--- src/rtl/graph_pkg.sv ---
// Encodings shared by the trace sequencer and the pixel renderer's colour logic.
package graph_pkg;

  typedef enum logic [1:0] {
    ST_IDLE    = 2'b00,
    ST_ARMED   = 2'b01,
    ST_CAPTURE = 2'b10,
    ST_DONE    = 2'b11
  } status_e;

  typedef enum logic [1:0] {
    S_LOW   = 2'b00,
    S_HIGH  = 2'b01,
    S_UNDEF = 2'b10,
    S_HIZ   = 2'b11
  } sample_e;

endpackage

--- src/rtl/trace_bank.sv ---
// Double-buffered sample store: capture writes the back bank, display reads the front bank.
module trace_bank
  import graph_pkg::*;
#(
  parameter int unsigned CELLS = 32,
  parameter int unsigned CW    = 5
) (
  input  logic          clk,
  input  logic          rst_n,
  input  logic          we_i,
  input  logic [CW-1:0] waddr_i,
  input  logic [1:0]    wdata_i,
  input  logic          swap_i,
  input  logic [CW-1:0] rcol_i,
  output logic [1:0]    rdata_o,
  output logic [1:0]    rprev_o
);

  logic [1:0]    bank0_q [CELLS];
  logic [1:0]    bank1_q [CELLS];
  logic          sel_q;
  logic [CW-1:0] pcol;

  // sel_q names the front bank; the other one is always the write target.
  always_ff @(posedge clk or negedge rst_n) begin
    if (!rst_n) begin
      sel_q   <= 1'b0;
      bank0_q <= '{default: S_LOW};
      bank1_q <= '{default: S_LOW};
    end else begin
      if (we_i && sel_q)  bank0_q[waddr_i] <= wdata_i;
      if (we_i && !sel_q) bank1_q[waddr_i] <= wdata_i;
      if (swap_i)         sel_q <= ~sel_q;
    end
  end

  assign pcol    = rcol_i - CW'(1);
  assign rdata_o = sel_q ? bank1_q[rcol_i] : bank0_q[rcol_i];
  assign rprev_o = sel_q ? bank1_q[pcol]   : bank0_q[pcol];

endmodule

--- src/rtl/trace_ctrl.sv ---
// Capture-and-display sequencer for one logic-monitor channel: trigger/capture FSM,
// bank swap at frame start, and pixel-to-cell scan feeding the trace renderer.
module trace_ctrl
  import graph_pkg::*;
#(
  parameter int unsigned CELLS = 32,
  parameter int unsigned CW    = 5,
  parameter logic [10:0] PX    = 11'd10,
  parameter logic [10:0] BX    = 11'd10
) (
  input  logic        clk,
  input  logic        rst,
  input  logic        sample_en,
  input  logic [1:0]  sample,
  input  logic        arm,
  input  logic        frame_start,
  input  logic [10:0] x,
  input  logic [9:0]  y,
  output logic [10:0] x_d,
  output logic [9:0]  y_d,
  output logic [1:0]  state,
  output logic        change,
  output logic        in_trace,
  output logic [1:0]  status
);

  status_e       fsm_q;
  logic [CW-1:0] wr_ptr_q;
  logic [1:0]    prev_q;
  logic          trigger;

  logic          we;
  logic [CW-1:0] waddr;
  logic          swap;
  logic [1:0]    rdata;
  logic [1:0]    rprev;

  logic [CW-1:0] col_q, col_d;
  logic [10:0]   sub_q, sub_d;
  logic          active_q, active_d;
  logic [10:0]   x_d_q;
  logic [9:0]    y_d_q;
  logic [1:0]    state_q;
  logic          change_q;
  logic          in_trace_q;

  assign trigger = sample_en && (sample == S_HIGH) && (prev_q == S_LOW);

  always_ff @(posedge clk or negedge rst) begin
    if (!rst) begin
      fsm_q    <= ST_IDLE;
      wr_ptr_q <= '0;
      prev_q   <= S_LOW;
    end else begin
      if (sample_en) prev_q <= sample;
      unique case (fsm_q)
        ST_IDLE: if (arm) fsm_q <= ST_ARMED;
        ST_ARMED: if (trigger) begin
          fsm_q    <= ST_CAPTURE;
          wr_ptr_q <= CW'(1);
        end
        ST_CAPTURE: begin
          if (arm) begin
            fsm_q    <= ST_ARMED;
            wr_ptr_q <= '0;
          end else if (sample_en) begin
            wr_ptr_q <= wr_ptr_q + CW'(1);
            if (wr_ptr_q == CW'(CELLS - 1)) fsm_q <= ST_DONE;
          end
        end
        ST_DONE: if (frame_start) fsm_q <= ST_IDLE;
        default: fsm_q <= ST_IDLE;
      endcase
    end
  end

  // A restart request in CAPTURE takes precedence over a coincident sample.
  assign we    = (fsm_q == ST_ARMED && trigger) ||
                 (fsm_q == ST_CAPTURE && sample_en && !arm);
  assign waddr = (fsm_q == ST_ARMED) ? '0 : wr_ptr_q;
  assign swap  = (fsm_q == ST_DONE) && frame_start;

  trace_bank #(
    .CELLS(CELLS),
    .CW   (CW)
  ) u_bank (
    .clk    (clk),
    .rst_n  (rst),
    .we_i   (we),
    .waddr_i(waddr),
    .wdata_i(sample),
    .swap_i (swap),
    .rcol_i (col_d),
    .rdata_o(rdata),
    .rprev_o(rprev)
  );

  // x_d_q is also the previous x, which exposes a line wrap while active.
  always_comb begin
    col_d    = col_q;
    sub_d    = sub_q;
    active_d = active_q;
    if (x == PX) begin
      col_d    = '0;
      sub_d    = '0;
      active_d = 1'b1;
    end else if (active_q) begin
      if (x < x_d_q) begin
        active_d = 1'b0;
      end else if (sub_q == BX - 11'd1) begin
        sub_d = '0;
        col_d = col_q + CW'(1);
        if (col_q == CW'(CELLS - 1)) active_d = 1'b0;
      end else begin
        sub_d = sub_q + 11'd1;
      end
    end
  end

  // Pixel outputs come from the next-state counters so they align with x_d.
  always_ff @(posedge clk or negedge rst) begin
    if (!rst) begin
      col_q      <= '0;
      sub_q      <= '0;
      active_q   <= 1'b0;
      x_d_q      <= '0;
      y_d_q      <= '0;
      state_q    <= S_LOW;
      change_q   <= 1'b0;
      in_trace_q <= 1'b0;
    end else begin
      col_q      <= col_d;
      sub_q      <= sub_d;
      active_q   <= active_d;
      x_d_q      <= x;
      y_d_q      <= y;
      in_trace_q <= active_d;
      state_q    <= active_d ? rdata : S_LOW;
      change_q   <= active_d && (sub_d == '0) && (col_d != '0) && (rdata != rprev);
    end
  end

  assign x_d      = x_d_q;
  assign y_d      = y_d_q;
  assign state    = state_q;
  assign change   = change_q;
  assign in_trace = in_trace_q;
  assign status   = fsm_q;

endmodule

--- config.mk ---
export PLATFORM = sky130hd
export DESIGN_NAME = trace_ctrl
export DESIGN_NICKNAME = d
export VERILOG_FILES = /design/src/rtl/graph_pkg.sv /design/src/rtl/trace_bank.sv /design/src/rtl/trace_ctrl.sv
export SDC_FILE = /design/constraint.sdc
export NUM_CORES = 1
export LEC_CHECK = 0
export CAP_MARGIN = 10
export CORE_ASPECT_RATIO = 0.9
export CORE_MARGIN = 2
export CORE_UTILIZATION = 45
export DETAILED_ROUTE_END_ITERATION = 7
export SYNTH_ARGS = -nofsm -noshare
export SYNTH_HDL_FRONTEND = slang
export SYNTH_HIERARCHICAL = 1
export SYNTH_SLANG_ARGS = --single-unit
--- constraint.sdc ---
create_clock -name clk -period 5 [get_ports clk]
set_input_delay 0.75 -clock clk [delete_from_list [all_inputs] [get_ports clk]]
set_output_delay 0.75 -clock clk [all_outputs]
set_load 0.02 [all_outputs]
==> metrics.yaml <==
status: "finished, final reports clean"
power_switching_mw: 0.858
crit_family: "simple AND/OR/NAND/NOR gates"
slew_headroom: 0.326
routedWlPerCell_um: 21.6
yosysWarnings: 6
areaGrowthSynthToFinish_pct: 16.6
p_per_area_nw_per_um2: 271
route.met3.wl_mm: 1.40
antenna_left: 0
dr.pass1.iters: 4
cp_num_buf_inv: 4
irDropWorstVdd_v: 0.000167
cts.sinks: 179
synth_cell_types: 66
crit_required_ns: 5.33
grt_pass1_wl_mm: 41.4
startpoint_type: "input pin"
r2r_cells: 20
p_sw_frac: 0.271
crit_fanout: 16
num_vias: 6991
synth_top_cell_area_share: 0.447
syn_inst: 797
antenna_found_initial: 0
leakage_nw: 5.10
fin_skew_ns: 0.0113
combPwrFrac: 0.104
yosysSeqAreaShare: 0.447
core_region_area_um2: 21800
avgSynthCellArea_um2: 12.6
worst_pin_slew_ns: 1.01
power_frac_seq: 0.488
synthArstFlopShare: 1.00
synthesis.area_um2: 10000
max_clock_freq_ghz: 0.213
final.min_clock_period_ns: 4.69
start_util: 0.461
clkLatencyLatePin_ns: 0.43
cts_root_buffer: "clkbuf_16"
synth_area_leaders: "dfrtp_1, mux2_2, mux4_2"
finalHoldViolCount: 0
clkPwrFrac: 0.408
clkTransAtPathRegs_ns: 0.07
cts_buffer_depth: 2
p_int_mw: 2.30
crit_path_cell_trace: "clkdlybuf4s50_1, ha_1, nand4_1, nor2_1, nand4_1, a31o_2, buf_4, or4_1, a21oi_2, buf_12, or3_4, a32oi_4, buf_4, o22ai_1, a221oi_1, mux2_2, a211oi_1, xor2_1, o21ai_0, nor4_1"
hp-class: "in2async"
wl_mm: 25.5
cts_tree: "yes"
highest_layer: "met4"
dp_slack_ns: -0.170
grt.total_usage: 0.225
slowest_stage: "clkdlybuf4s50_1"
die_width_um: 161
ys_seq_elements: 179
first_global_vias: 7339
cts_made_buffers: 17
wl_met2_mm: 12.4
setup_tns_ns: 0
worst_slack_ns: 0.305
wl_met1_mm: 11.3
dr.first_iter.drc_count: 656
port_buffers: 54
diodes: 0
yosys-top-cells-count: "dfrtp_1, mux2_2, nor2_1"
slew_viol_final: 0
criticalPathCategory: "in2reg"
yosysMostFrequentCell: "dfrtp_1"
vias_per_cell: 5.92
cp.arrival_ns: 5.02
fin_nets: 922
fin_crit_sh: 0.939
rsz0062_at_grt: "no"
setup_violations: 0
grt_remaining_overflow: 0
syn_nets: 842
cap_violations: 0
route.detailed.drc: 0
holdBufCountCts: 0
place.gp.congestion: 0.900
io_pins: 55
ys.flop_type: "dfrtp_1"
synth_edf_count: 0
drive_above_1_share: 0.327
dieArea_um2: 23500
dp_hpwl_mm: 18.1
path_depth: 20
synth_top_area_cell: "dfrtp_1"
fin_hold_ws_ns: 0.441
endpoint_kind: "flop"
max_stage_delay_ns: 0.44
grt_max_degree: 111
htreeDepth: 4
die_h_um: 146
rows: 51
[kinds of logic after synthesis]
logic type / after synthesis / synth area share
AOI/OAI and AO/OA: 82 / 0.0610
xor gates and xnor gates: 8 / 0.00699
adders and majority gates: 17 / 0.0212
buffers and inverters: 69 / 0.0352
DFF: 179 / 0.447
muxes: 206 / 0.311
and+or+nand+nor: 236 / 0.118
[cells in the final DEF (no fill, tap or decap), drive strengths merged, types with 14 or more instances in the layout]
cell type	n
and2	14
nor2b	17
nor2	84
mux2	132
mux4	66
nand3	18
nand2	54
a21oi	18
clkbuf	17
dfrtp	179
clkdlybuf4s50	51
buf	52
inv	33
ha	17
[repair_timing]
item                                    4_1_cts  5_1_grt
gates resized for setup                       0        3
endpoints found under the setup margin        0        1
buffers inserted                              0        3
[cell type report]
| type | count | area (µm²) |
|---|---|---|
| clock buffer | 17 | 425 |
| fill | 1843 | 10100 |
| inverter | 27 | 101 |
| multi-input combinational | 549 | 5230 |
| sequential | 179 | 4480 |
| clock inverter | 15 | 145 |
| tap | 291 | 364 |
| timing repair buffer | 103 | 950 |
[sequential cells by signal, summed over array words and instances (netlist names)]
register / cells
u_bank/bank1_q: 64
y_d: 10
x_d: 11
prev_q: 2
sub_q: 11
in_trace: 1
col_q: 5
u_bank/sel_q: 1
wr_ptr_q: 5
u_bank/bank0_q: 64
change: 1
state: 2
status: 2
[stage by stage]
step                      utilization  area (µm²)  power, mW  cells
final                           0.537       11700       3.16   1181
after global routing            0.537       11700       3.30   1181
after CTS                       0.536       11700       3.20   1178
after detailed placement        0.510       11100       1.90   1146
after global placement          0.510       11100       1.89   1146
after floorplan                     -       10000       1.73    797
[power by group through the flow]
stage,Sequential [mW],Clock (mW),Combinational (mW)
global placement,1.57,0,0.322
floorplan,1.55,0,0.178
detailed placement,1.57,0,0.330
finish,1.54,1.29,0.330
CTS,1.54,1.32,0.331
global route,1.55,1.39,0.363
[worst paths after layout]
| check | start | slack [ns] | to |
|---|---|---|---|
| worst max-delay path | x[10] | 0.31 | change |
| worst min-delay path | rst | 0.44 | y_d[6] |
| worst max register to register | x_d[9] | 0.70 | change |
| worst min register to register | prev_q[1] | 0.52 | prev_q[1] |
| max in group asynchronous | rst | 3.44 | u_bank/bank0_q[28] |
| min in group clk | prev_q[1] | 0.52 | prev_q[1] |
[per-layer routing]
metal | GRT usage | vias to the layer above
li1 | - | 3122
met1 | 0.311 | 3635
met2 | 0.365 | 210
met3 | 0.0484 | 24
met4 | 0.0563 | 0
met5 | 0 | -
Power figures use the tool's default switching activity.
